## config.mk

```make
export PLATFORM = sky130hd
export DESIGN_NAME = spi_slave
export DESIGN_NICKNAME = d
export VERILOG_FILES = /design/src/rtl/spi_slave.sv
export SDC_FILE = /design/constraint.sdc
export NUM_CORES = 1
export LEC_CHECK = 0
export BUFFER_PORTS_ARGS = -buffer_cell sky130_fd_sc_hd__buf_2
export CAP_MARGIN = 15
export CORE_MARGIN = 3
export CORE_UTILIZATION = 35
export DETAILED_ROUTE_END_ITERATION = 10
export PLACE_DENSITY = 0.63
export SLEW_MARGIN = 20
export SYNTH_ARGS = -nofsm -noshare
export SYNTH_HDL_FRONTEND = slang
export SYNTH_SLANG_ARGS = --single-unit
```

## constraint.sdc

```tcl
create_clock -name clk -period 2.1 [get_ports clk]
set_input_delay 0.21 -clock clk [delete_from_list [all_inputs] [get_ports clk]]
set_output_delay 0.21 -clock clk [all_outputs]
set_load 0.01 [all_outputs]
```

## src/rtl/spi_slave.sv

```systemverilog
// SPI mode-0 responder: synchronizes the initiator pins into clk, shifts words
// MSB-first in both directions and hands them to/from local logic.
module spi_slave #(
  parameter int                W_Data    = 8,
  parameter int                W_Counter = 4,
  parameter logic [W_Data-1:0] FILL      = {W_Data{1'b0}}
) (
  input  logic              clk,
  input  logic              rst,
  input  logic              spi_clk,
  input  logic              spi_cs_n,
  input  logic              MOSI_in,
  output logic              MISO_out,
  output logic              MISO_oe,
  input  logic [W_Data-1:0] data_to_transmit,
  input  logic              data_transmit_valid,
  output logic              transmit_ready,
  output logic [W_Data-1:0] data_in,
  output logic              data_in_valid,
  output logic              tx_underrun,
  output logic              busy
);

  localparam logic [W_Counter-1:0] LAST_BIT = W_Counter'(W_Data - 1);

  typedef enum logic {
    IDLE  = 1'b0,
    SHIFT = 1'b1
  } state_t;

  // [0],[1] synchronize; [2] holds the previous synchronized level
  logic [2:0]           sclk_sync_q;
  logic [2:0]           cs_sync_q;
  logic [1:0]           mosi_sync_q;
  logic [1:0]           settle_q;
  logic                 armed_q;

  state_t               state_q;
  logic [W_Counter-1:0] bit_cnt_q;
  logic [W_Data-1:0]    tx_shift_q;
  logic [W_Data-1:0]    rx_shift_q;
  logic [W_Data-1:0]    data_in_q;
  logic                 data_in_valid_q;
  logic                 tx_underrun_q;
  logic                 oe_q;
  logic                 busy_q;
  logic [W_Data-1:0]    buf_q;
  logic                 ready_q;

  logic                 sclk_rise;
  logic                 sclk_fall;
  logic                 cs_fall;
  logic                 cs_rise;
  logic                 mosi_bit;
  logic                 start_en;
  logic                 word_done;
  logic                 load_en;
  logic                 buf_wr;
  logic [W_Data-1:0]    load_word_d;

  always_comb begin
    sclk_rise   = sclk_sync_q[1] & ~sclk_sync_q[2];
    sclk_fall   = ~sclk_sync_q[1] & sclk_sync_q[2];
    cs_fall     = ~cs_sync_q[1] & cs_sync_q[2];
    cs_rise     = cs_sync_q[1] & ~cs_sync_q[2];
    mosi_bit    = mosi_sync_q[1];
    start_en    = (state_q == IDLE) && armed_q && cs_fall;
    word_done   = (state_q == SHIFT) && !cs_rise && sclk_rise && (bit_cnt_q == LAST_BIT);
    load_en     = start_en || word_done;
    buf_wr      = data_transmit_valid && ready_q;
    load_word_d = ready_q ? FILL : buf_q;
  end

  always_ff @(posedge clk) begin
    if (rst) begin
      sclk_sync_q <= 3'b000;
      cs_sync_q   <= 3'b111;
      mosi_sync_q <= 2'b00;
    end else begin
      sclk_sync_q <= {sclk_sync_q[1:0], spi_clk};
      cs_sync_q   <= {cs_sync_q[1:0], spi_cs_n};
      mosi_sync_q <= {mosi_sync_q[0], MOSI_in};
    end
  end

  // A cs_n fall is only honoured once the real pin has been seen high after
  // reset, so a chip select already low at reset release cannot start a word.
  always_ff @(posedge clk) begin
    if (rst) begin
      settle_q <= 2'd0;
      armed_q  <= 1'b0;
    end else begin
      if (settle_q != 2'd2) begin
        settle_q <= settle_q + 2'd1;
      end
      if ((settle_q == 2'd2) && cs_sync_q[1]) begin
        armed_q <= 1'b1;
      end
    end
  end

  // A write can only land on an empty buffer, and a load only empties a full one.
  always_ff @(posedge clk) begin
    if (rst) begin
      buf_q   <= {W_Data{1'b0}};
      ready_q <= 1'b1;
    end else if (buf_wr) begin
      buf_q   <= data_to_transmit;
      ready_q <= 1'b0;
    end else if (load_en && !ready_q) begin
      ready_q <= 1'b1;
    end
  end

  always_ff @(posedge clk) begin
    if (rst) begin
      state_q         <= IDLE;
      bit_cnt_q       <= {W_Counter{1'b0}};
      tx_shift_q      <= {W_Data{1'b0}};
      rx_shift_q      <= {W_Data{1'b0}};
      data_in_q       <= {W_Data{1'b0}};
      data_in_valid_q <= 1'b0;
      tx_underrun_q   <= 1'b0;
      oe_q            <= 1'b0;
      busy_q          <= 1'b0;
    end else begin
      data_in_valid_q <= 1'b0;
      tx_underrun_q   <= 1'b0;
      case (state_q)
        IDLE: begin
          if (start_en) begin
            tx_shift_q    <= load_word_d;
            tx_underrun_q <= ready_q;
            bit_cnt_q     <= {W_Counter{1'b0}};
            state_q       <= SHIFT;
            oe_q          <= 1'b1;
            busy_q        <= 1'b1;
          end
        end
        SHIFT: begin
          if (cs_rise) begin
            // tx_shift is cleared so MISO reads 0 while idle
            state_q    <= IDLE;
            bit_cnt_q  <= {W_Counter{1'b0}};
            tx_shift_q <= {W_Data{1'b0}};
            oe_q       <= 1'b0;
            busy_q     <= 1'b0;
          end else if (sclk_rise) begin
            rx_shift_q <= {rx_shift_q[W_Data-2:0], mosi_bit};
            if (bit_cnt_q == LAST_BIT) begin
              data_in_q       <= {rx_shift_q[W_Data-2:0], mosi_bit};
              data_in_valid_q <= 1'b1;
              bit_cnt_q       <= {W_Counter{1'b0}};
              tx_shift_q      <= load_word_d;
              tx_underrun_q   <= ready_q;
            end else begin
              bit_cnt_q <= bit_cnt_q + W_Counter'(1);
            end
          end else if (sclk_fall && (bit_cnt_q != {W_Counter{1'b0}})) begin
            tx_shift_q <= {tx_shift_q[W_Data-2:0], 1'b0};
          end
        end
        default: begin
          state_q <= IDLE;
          oe_q    <= 1'b0;
          busy_q  <= 1'b0;
        end
      endcase
    end
  end

  assign MISO_out       = tx_shift_q[W_Data-1];
  assign MISO_oe        = oe_q;
  assign busy           = busy_q;
  assign transmit_ready = ready_q;
  assign data_in        = data_in_q;
  assign data_in_valid  = data_in_valid_q;
  assign tx_underrun    = tx_underrun_q;

endmodule

```

==> results.md, run 1 <==
- Worst r2r path cells: 6
- Routed Antenna Nets: 0
- Die Wd: 80.68 microns
- Startpoint Class: register
- CP startpoint: bit_cnt_q[0]
- Hold Crit Start: spi_cs_n
- Core Rows: 26
- Post-route cell area: 2263 sq um
- CTS buffer count: 5
- Share of flip-flops with an asynchronous set or reset: 0
- Vias per Instance: 4.901
- Post-synthesis sequential element count: 51
- Crit Reg-Reg Startpoint: bit_cnt_q[0]
- Root Buffer: clkbuf_8
- First-pass GRT wire length: 6.561 mm
- CP Class: reg2reg
- Die footprint: 6508 sq um
- WL/cell: 11.61 microns
- DRT Pass-1 Iters: 4
- Fraction of layout cells with a size suffix above 1: 0.1976
- Status: completed
- Post-DP Area: 2161 sq um
- Hold_buf cts: 0
- Hold WS: 91.07 ps
- Hold Fails Final Rpt: 0
- Clock Skews: 10.47 ps
- Initial DRC count: 93
- CTS tree: done
- Placement Setup Slack: 431.2 ps
- Clock Tree Buf Depth: 2
- Commonest non-fill, non-tap cell in the layout: dfxtp_1
- P_leak: 0.8891 nW
- EDFF count, synth: 0
- Pwr Density: 836.4 nW/um^2
- Sequential share of the synthesized area: 0.5231
- Initial Util: 0.3727
- Vias in the first global route: 1474
- Max Cap Violations: 0
- Clock Sinks: 51
- Final setup margin: 356.3 ps
- Worst Setup End Kind: register
- Cell variety after synth: 34
- Core Area: 5238 sq um
- Initial antenna violation count: 0
- Nets: 270
- # IOs: 28
- Syn-to-layout area delta: 15.96%
- Worst-path fanout max: 8
- IO buf count: 27
- Commonest cells after routing, fill and taps aside: dfxtp_1 (51), nand2_1 (34), a21oi_1 (32), buf_2 (27)
- R2R Setup Slk: 360 ps
- DR DRC count: 0
- Setup TNS: 0 ps
- Post-cts resize count: 0
- RSZ-0062 raised after global routing: no
- Crit path time final: 1744 ps
- Synth Cell Area: 1952 sq um
- Global placement routability congestion: 0.7714
- Clk pin slew, worst setup/hold paths: 80 ps
- Vias: 1583
- Pin count of the biggest net entering global routing: 26
- Hpwl dp: 2.603 mm
- Worst-margin pin slew: 502.1 ps
- Max frequency: 573.5 MHz
- Worst Path Arrival: 1970 ps
- Slew margin rel.: 0.6640
- Fin. max-slew vios: 0
- Storage element area: 1021 sq um
- Multi-input logic area: 838.3 sq um
- Final setup viols: 0
- Crit path required time: 2330 ps
- Hold Crit Endpoint: cs_sync_q[0]
- H-tree Lvls: 2
- Worst hold path type: in2reg
- Clk_lat worst skew: 300 ps
- Worst R2R End: tx_shift_q[0]
- Synth Flop Type: dfxtp_1
- Syn_area_per_cell: 8.675 sq um
- Post-synthesis cell count: 225
- Antenna diode count: 0
- Total wire length: 3.749 mm
- Synthesized Nets: 242
- Hold path cells: 2
- Peak VDD IR: 0.4154 mV
- GR Overflow Total: 0
- Tot GR Track Use: 0.1278
- Yosys warns: 0
- Number of fill cells: 522
- Fin crit share: 0.8303
- DIE HEIGHT: 80.68 microns
- Post-CTS setup buffer count: 0
per-stage QoR:
step	cells	util	power (W)
after floorplan	225	-	0.001219
after global placement	316	0.4126	0.001263
after detailed placement	316	0.4126	0.001271
after CTS	323	0.4322	0.001917
after global routing	323	0.4322	0.001993
final	323	0.4322	0.001893
critical path, stage by stage (launching register included):
cell and delay [ps]:
dfxtp_1 410, ha_1 230, and3b_1 250, o2bb2ai_1 190
o21a_1 320, nand3_1 110, a21oi_1 150
final cells by class:
cell class | instances | share of cell area
well taps | 70 | 0.03870
multi-input cells | 155 | 0.3704
inverters | 5 | 0.008292
clock inverters | 1 | 0.01327
clock buffers | 6 | 0.03206
repair buffers | 35 | 0.08624
flip-flops and latches | 51 | 0.4511
kinds of logic after synthesis:
family	after synthesis	synth area share
AND/OR/NAND/NOR	101	0.2545
buffers and inverters	19	0.04743
AO/OA/AOI/OAI	50	0.1513
flip-flops	51	0.5231
XOR/XNOR	1	0.004488
adder cells (fa/ha/maj)	3	0.01923
cell usage after synthesis (3+ instances only):
library cell / number / area, sq um
nor2_1: 18 / 67.56
nor2b_1: 6 / 37.54
ha_1: 3 / 37.54
clkbuf_1: 8 / 30.03
o21ai_0: 4 / 20.02
a221oi_1: 7 / 61.31
or2_2: 3 / 18.77
nor3_1: 8 / 40.04
nand3_1: 18 / 90.09
inv_1: 4 / 15.01
a21oi_1: 32 / 160.2
dfxtp_1: 51 / 1021
buf_4: 3 / 22.52
nand2_1: 34 / 127.6
worst max path at each step:
stage | endpoint | slack [ps] | cells after the start
after floorplan | bit_cnt_q[3] | 550 | 5
after global placement | bit_cnt_q[3] | 480 | 5
after detailed placement | bit_cnt_q[3] | 430 | 5
after CTS | tx_shift_q[0] | 380 | 6
after global routing | tx_shift_q[0] | 130 | 6
final | tx_shift_q[0] | 360 | 6
metal layers:
metal | vias up | share of wire | global-route usage
met5 | - | 0 | 0
met4 | 0 | 0.019 | 0.05743
met3 | 10 | 0.056 | 0.03587
met2 | 38 | 0.43 | 0.1978
li1 | 820 | - | -
met1 | 715 | 0.49 | 0.1645
registers in the layout, summed over array words and instances (netlist names):
signal          flops
tx_shift_q          8
sclk_sync_q         3
cs_sync_q           3
settle_q            2
data_in_valid       1
state_q             1
buf_q               8
armed_q             1
transmit_ready      1
mosi_sync_q         2
bit_cnt_q           4
tx_underrun         1
rx_shift_q          7
busy                1
data_in             8
report_power, final:
part | internal [W] | total [W] | switching (W)
Clock | 0.000349 | 0.000644 | 0.000294
Combinational | 0.0000822 | 0.000198 | 0.000116
Sequential | 0.00102 | 0.00105 | 0.0000306
(Power assumes the default switching activity.)
==> inputs of run 2 (changes only) <==
==> constraint.sdc (replaced) <==
create_clock -name clk -period 1.7 [get_ports clk]
set_input_delay 0.17 -clock clk [delete_from_list [all_inputs] [get_ports clk]]
set_output_delay 0.17 -clock clk [all_outputs]
set_load 0.01 [all_outputs]
==> run 2 against run 1 <==
  * Hold slack worse by 48 ps
  * Wire length is 3.6% lower
  * Register-to-register slack worse by 260 ps
  * Combinational power is 28% higher
  * Global-route usage is 0.14 points higher
  * Die area stayed put
  * Sequential share of layout area is 0.65 points lower
  * Setup slack worse by 260 ps
  * Via count is 2.1% lower
  * Clock-buffer cell count stayed put
  * Total power is 19% higher
  * Design area is 1.7% higher
  * Highest routed layer unchanged
==> results.md, run 2 (synthesis results as in run 1) <==
- Die footprint: 6508 sq um (unchanged)
- Vias per Instance: 4.769 (was 4.901)
- Hold Fails Final Rpt: 0 (unchanged)
- Clock Skews: 7.007 ps (was 10.47 ps)
- Vias in the first global route: 1495 (was 1474)
- Worst-margin pin slew: 533.4 ps (was 502.1 ps)
- Peak VDD IR: 0.5353 mV (was 0.4154 mV)
- Syn-to-layout area delta: 17.95% (was 15.96%)
- DR DRC count: 0 (unchanged)
- Antenna diode count: 0 (unchanged)
- CP startpoint: bit_cnt_q[0] (unchanged)
- Setup crit end: tx_shift_q[7] (was tx_shift_q[0])
- Die Wd: 80.68 microns (unchanged)
- Worst R2R End: tx_shift_q[7] (was tx_shift_q[0])
- Crit path required time: 1890 ps (was 2330 ps)
- Max frequency: 625.1 MHz (was 573.5 MHz)
- H-tree Lvls: 2 (unchanged)
- Clock Sinks: 51 (unchanged)
- CTS buffer count: 5 (unchanged)
- R2R Setup Slk: 100 ps (was 360 ps)
- Pwr Density: 974.7 nW/um^2 (was 836.4 nW/um^2)
- Commonest non-fill, non-tap cell in the layout: dfxtp_1 (unchanged)
- DIE HEIGHT: 80.68 microns (unchanged)
- Post-route cell area: 2302 sq um (was 2263 sq um)
- Vias: 1550 (was 1583)
- GR Overflow Total: 0 (unchanged)
- Core Rows: 26 (unchanged)
- Multi-input logic area: 862.1 sq um (was 838.3 sq um)
- DRT Pass-1 Iters: 3 (was 4)
- Crit Reg-Reg Startpoint: bit_cnt_q[0] (unchanged)
- Status: completed (unchanged)
- Slew margin rel.: 0.6431 (was 0.6640)
- Tot GR Track Use: 0.1293 (was 0.1278)
- Hold WS: 43.45 ps (was 91.07 ps)
- Worst Path Arrival: 1790 ps (was 1970 ps)
- Core Area: 5238 sq um (unchanged)
- Final setup margin: 100.3 ps (was 356.3 ps)
- Total wire length: 3.614 mm (was 3.749 mm)
- CP Class: reg2reg (unchanged)
- Root Buffer: clkbuf_8 (unchanged)
- Worst hold path type: in2reg (unchanged)
- First-pass GRT wire length: 6.527 mm (was 6.561 mm)
- Global placement routability congestion: 0.7632 (was 0.7714)
- Nets: 272 (was 270)
- WL/cell: 11.12 microns (was 11.61 microns)
- Crit path time final: 1600 ps (was 1744 ps)
- Setup TNS: 0 ps (unchanged)
- Fraction of layout cells with a size suffix above 1: 0.2392 (was 0.1976)
- Routed Antenna Nets: 0 (unchanged)
- P_leak: 0.9131 nW (was 0.8891 nW)
- Commonest cells after routing, fill and taps aside: dfxtp_1 (49), nand2_1 (34), a21oi_1 (32), buf_2 (27), nand3_1 (18) (was dfxtp_1 (51), nand2_1 (34), a21oi_1 (32), buf_2 (27))
- Initial DRC count: 78 (was 93)
- Storage element area: 1023 sq um (was 1021 sq um)
- Clk pin slew, worst setup/hold paths: 90 ps (was 80 ps)
- Placement Setup Slack: 51.77 ps (was 431.2 ps)
- Worst-path fanout max: 8 (unchanged)
- Post-DP Area: 2173 sq um (was 2161 sq um)
- # IOs: 28 (unchanged)
- Max Cap Violations: 0 (unchanged)
- Pin count of the biggest net entering global routing: 28 (was 26)
- Fin crit share: 0.9410 (was 0.8303)
- Hpwl dp: 2.548 mm (was 2.603 mm)
- Worst r2r path cells: 7 (was 6)
- Number of fill cells: 524 (was 522)
- Initial antenna violation count: 0 (unchanged)
- Initial Util: 0.3727 (unchanged)
- Clock Tree Buf Depth: 2 (unchanged)
- IO buf count: 27 (unchanged)
- Worst Setup End Kind: register (unchanged)
- CTS tree: done (unchanged)
- Clk_lat worst skew: 300 ps (about the same)
- Startpoint Class: register (unchanged)
- Fin. max-slew vios: 0 (unchanged)
- Final setup viols: 0 (unchanged)
-- run 2: cell count changes in the layout (fill, tap and decap cells not counted), sizes merged --
cell and delta:
buf +2, clkinv +1, bufinv -1
-- run 2: metrics by stage --
step / instances / util / total power (W)
after global placement: 316 / 0.4150 / 0.001565
after detailed placement: 316 / 0.4150 / 0.001576
final: 325 / 0.4396 / 0.002244
after global routing: 325 / 0.4396 / 0.002373
after CTS: 323 / 0.4317 / 0.002273
after floorplan: 225 / - / 0.001506
-- run 2: routing by layer --
layer	vias to the layer above	part of all wire	track usage
met5	-	0	0
li1	828	-	-
met2	27	0.45	0.2045
met1	687	0.49	0.1612
met3	8	0.042	0.03363
met4	0	0.021	0.06588
-- run 2: how the worst min path moves through the flow --
stage	end	slack, ps	cells after the start	startpoint
2_1_floorplan	cs_sync_q[0]	270	1	spi_cs_n
5_1_grt	cs_sync_q[0]	50	2	spi_cs_n
3_3_place_gp	cs_sync_q[0]	350	2	spi_cs_n
4_1_cts	cs_sync_q[0]	30	2	spi_cs_n
3_5_place_dp	cs_sync_q[0]	350	2	spi_cs_n
6_report	cs_sync_q[0]	40	2	spi_cs_n
-- run 2: repair_timing --
item / 4_1_cts / 5_1_grt
resized for setup: 0 / 8
setup buffers: 0 / 2
hold buffers: 0 / 0
setup endpoints to repair: 0 / 8
-- run 2: critical path, stage by stage, from the launching register on --
cell and delay, ps:
dfxtp_2 370, ha_1 190, and3b_2 240, o2bb2ai_2 130
o21ai_2 80, buf_4 170, a221oi_1 240, nor3_1 70
-- run 2: layout make-up --
cell class	count	area share
inverter	5	0.008152
timing repair buffer	37	0.09674
multi-input combinational	155	0.3745
tap	70	0.03804
sequential	51	0.4446
clock buffer	6	0.03587
clock inverter	1	0.002174
-- run 2: power by group --
part / total [W] / switching, W / leakage (nW) / internal (W)
sequential: 0.00130 / 0.0000371 / 0.416 / 0.00126
clock: 0.000691 / 0.000372 / 0.0470 / 0.000320
combinational: 0.000254 / 0.000145 / 0.450 / 0.000110
==> inputs of run 3 (changes only) <==
--- a/config.mk
+++ b/config.mk
@@ -10,6 +10,8 @@
 export CORE_MARGIN = 3
 export CORE_UTILIZATION = 35
 export DETAILED_ROUTE_END_ITERATION = 10
+export GPL_ROUTABILITY_DRIVEN = 0
+export HOLD_SLACK_MARGIN = 0.05
 export PLACE_DENSITY = 0.63
 export SLEW_MARGIN = 20
 export SYNTH_ARGS = -nofsm -noshare
==> run 3 against run 2 <==
  * Clock skew barely moved
  * Maximum frequency barely moved
  * Non-clock buffer count rose by 1
  * Largest cell class unchanged
  * First-iteration DRC count fell by 19%
  * Die area did not move
  * Register-to-register slack barely moved
  * Critical path depth did not move
  * Clock power barely moved
  * Global-route usage did not move
  * Combinational power barely moved
  * Setup slack improved by 0.66 ps
  * Critical endpoint unchanged
  * Hold slack improved by 29 ps
==> results.md, run 3 (synthesis results as in run 1) <==
- Status: completed (unchanged)
- Worst hold path type: in2reg (unchanged)
- Crit Reg-Reg Startpoint: bit_cnt_q[0] (unchanged)
- Crit-path max cell delay: 370 ps (about the same)
- Tot GR Track Use: 0.1293 (unchanged)
- Fin crit share: 0.9406 (was 0.9410)
- Pwr Density: 970.8 nW/um^2 (was 974.7 nW/um^2)
- Initial antenna violation count: 0 (unchanged)
- Placed insts: 316 (unchanged)
- Worst Path Arrival: 1790 ps (about the same)
- Die footprint: 6508 sq um (unchanged)
- First-pass GRT wire length: 6.527 mm (unchanged)
- Logic pwr share: 0.114 (was 0.113)
- Clock power share: 0.308 (about the same)
- Core Rows: 26 (unchanged)
- Die Wd: 80.68 microns (unchanged)
- Commonest non-fill, non-tap cell in the layout: dfxtp_1 (unchanged)
- Final Non-Filler Cells: 326 (was 325)
- Initial DRC count: 63 (was 78)
- Max frequency: 625.4 MHz (was 625.1 MHz)
- Clock Tree Buf Depth: 2 (unchanged)
- Final setup viols: 0 (unchanged)
- Internal power: 0.001692 W (was 0.001691 W)
- H-tree Lvls: 2 (unchanged)
- Pin count of the biggest net entering global routing: 28 (unchanged)
- Fraction of layout cells with a size suffix above 1: 0.2383 (was 0.2392)
- Clock Sinks: 51 (unchanged)
- Total wire length: 3.607 mm (was 3.614 mm)
- Startpoint Class: register (unchanged)
- DRT Pass-1 Iters: 3 (unchanged)
- Peak VDD IR: 0.5340 mV (was 0.5353 mV)
- Worst-path fanout max: 8 (unchanged)
- Slew margin rel.: 0.6430 (was 0.6431)
- Sequential Power Share: 0.578 (about the same)
- Hold Fails Final Rpt: 0 (unchanged)
- Hpwl dp: 2.548 mm (unchanged)
- Hold Crit Start: spi_clk (was spi_cs_n)
- Core Util, Final: 0.4415 (was 0.4396)
- Clk_lat worst skew: 300 ps (about the same)
- Clk pin slew, worst setup/hold paths: 90 ps (about the same)
- Post-DP Area: 2173 sq um (unchanged)
- Worst Path Buf+Inv: 1 (unchanged)
- CTS buffer count: 5 (unchanged)
- Switching pwr: 0.0005528 W (was 0.0005534 W)
- Post-route cell area: 2312 sq um (was 2302 sq um)
- Critical path's slowest cell: dfxtp_2 (unchanged)
- Worst-margin pin slew: 533.5 ps (was 533.4 ps)
- Core Area: 5238 sq um (unchanged)
- Crit path required time: 1890 ps (about the same)
- Routed Antenna Nets: 0 (unchanged)
- GR Overflow Total: 0 (unchanged)
- Clock Skews: 6.905 ps (was 7.007 ps)
- Crit path time final: 1599 ps (was 1600 ps)
- CP startpoint: bit_cnt_q[0] (unchanged)
- Antenna diode count: 0 (unchanged)
- # IOs: 28 (unchanged)
- Vias in the first global route: 1495 (unchanged)
- Critical Path, Cell by Cell: ha_1, and3b_2, o2bb2ai_2, o21ai_2, buf_4, a221oi_1, nor3_1 (unchanged)
- Max Cap Violations: 0 (unchanged)
- P_leak: 0.9173 nW (was 0.9131 nW)
- Initial Util: 0.3727 (unchanged)
- WL/cell: 11.06 microns (was 11.12 microns)
- Syn-to-layout area delta: 18.46% (was 17.95%)
- Fin. max-slew vios: 0 (unchanged)
- Worst Setup End Kind: register (unchanged)
- IO buf count: 27 (unchanged)
- Commonest cells after routing, fill and taps aside: dfxtp_1 (49), nand2_1 (34), a21oi_1 (32), buf_2 (27), nand3_1 (18) (unchanged)
- CP Class: reg2reg (unchanged)
- Vias: 1554 (was 1550)
- Vias per Instance: 4.767 (was 4.769)
- Delay-heaviest family, CP: compound AO/OA/AOI/OAI gates (unchanged)
- DIE HEIGHT: 80.68 microns (unchanged)
- DR DRC count: 0 (unchanged)
- CTS tree: done (unchanged)
- Sw frac: 0.2462 (was 0.2466)
- Nets: 273 (was 272)
- Root Buffer: clkbuf_8 (unchanged)
-- run 3: changes by cell type in the layout (fill, tap and decap cells not counted), sizes merged --
cell | previous run | this run
dlygate4sd3 | 0 | 1
-- run 3: path summary, 6_finish.rpt --
path | to | slack, ps | cells after the start
max reg2reg | tx_shift_q[7] | 100 | 7
min reg2reg | cs_sync_q[1] | 410 | 1
min | sclk_sync_q[0] | 70 | 2
max | tx_shift_q[7] | 100 | 7
-- run 3: metal layers --
metal,vias to the layer above,wire [microns],GRT usage
met5,-,0,0
met3,8,149,0.03363
met2,27,1608,0.2045
met1,688,1772,0.1612
li1,831,-,-
met4,0,76,0.06588
-- run 3: repair_timing --
item,in CTS,in global routing
hold buffers,1,0
endpoints found under the setup margin,0,8
endpoints found under the hold margin,1,0
buffers inserted,0,2
resized for setup,0,8
-- run 3: area by class of cell --
cell class	count	area (sq um)
flip-flops and latches	51	1023
well taps	70	87.58
fillers	523	2925
repair buffers	38	232.7
multi-input cells	155	862.1
inverters	5	18.77
clock inverters	1	5.005
clock buffers	6	82.58
-- run 3: worst register-to-register path, stage by stage, from the launching register on --
cell,delay (ps)
dfxtp_2,370
ha_1,190
and3b_2,240
o2bb2ai_2,130
o21ai_2,80
buf_4,170
a221oi_1,240
nor3_1,70
-- run 3: power groups by stage --
stage	Clock, W	Sequential, W	Combinational (W)
CTS	0.000723	0.00130	0.000253
finish	0.000691	0.00130	0.000256
floorplan	0	0.00132	0.000187
global route	0.000772	0.00131	0.000298
global placement	0	0.00132	0.000242
detailed placement	0	0.00133	0.000251
-- run 3: through the flow --
stage / worst slack (ps) / hold WS, ps / TNS (ps) / power, W
after floorplan: 154.8 / 273.8 / 0 / 0.001506
after global placement: 102.0 / 353.1 / 0 / 0.001565
after detailed placement: 51.77 / 354.5 / 0 / 0.001576
after CTS: 15.78 / 65.41 / 0 / 0.002275
after global routing: -40.35 / 68.72 / -45.48 / 0.002375
final: 100.9 / 72.47 / 0 / 0.002245
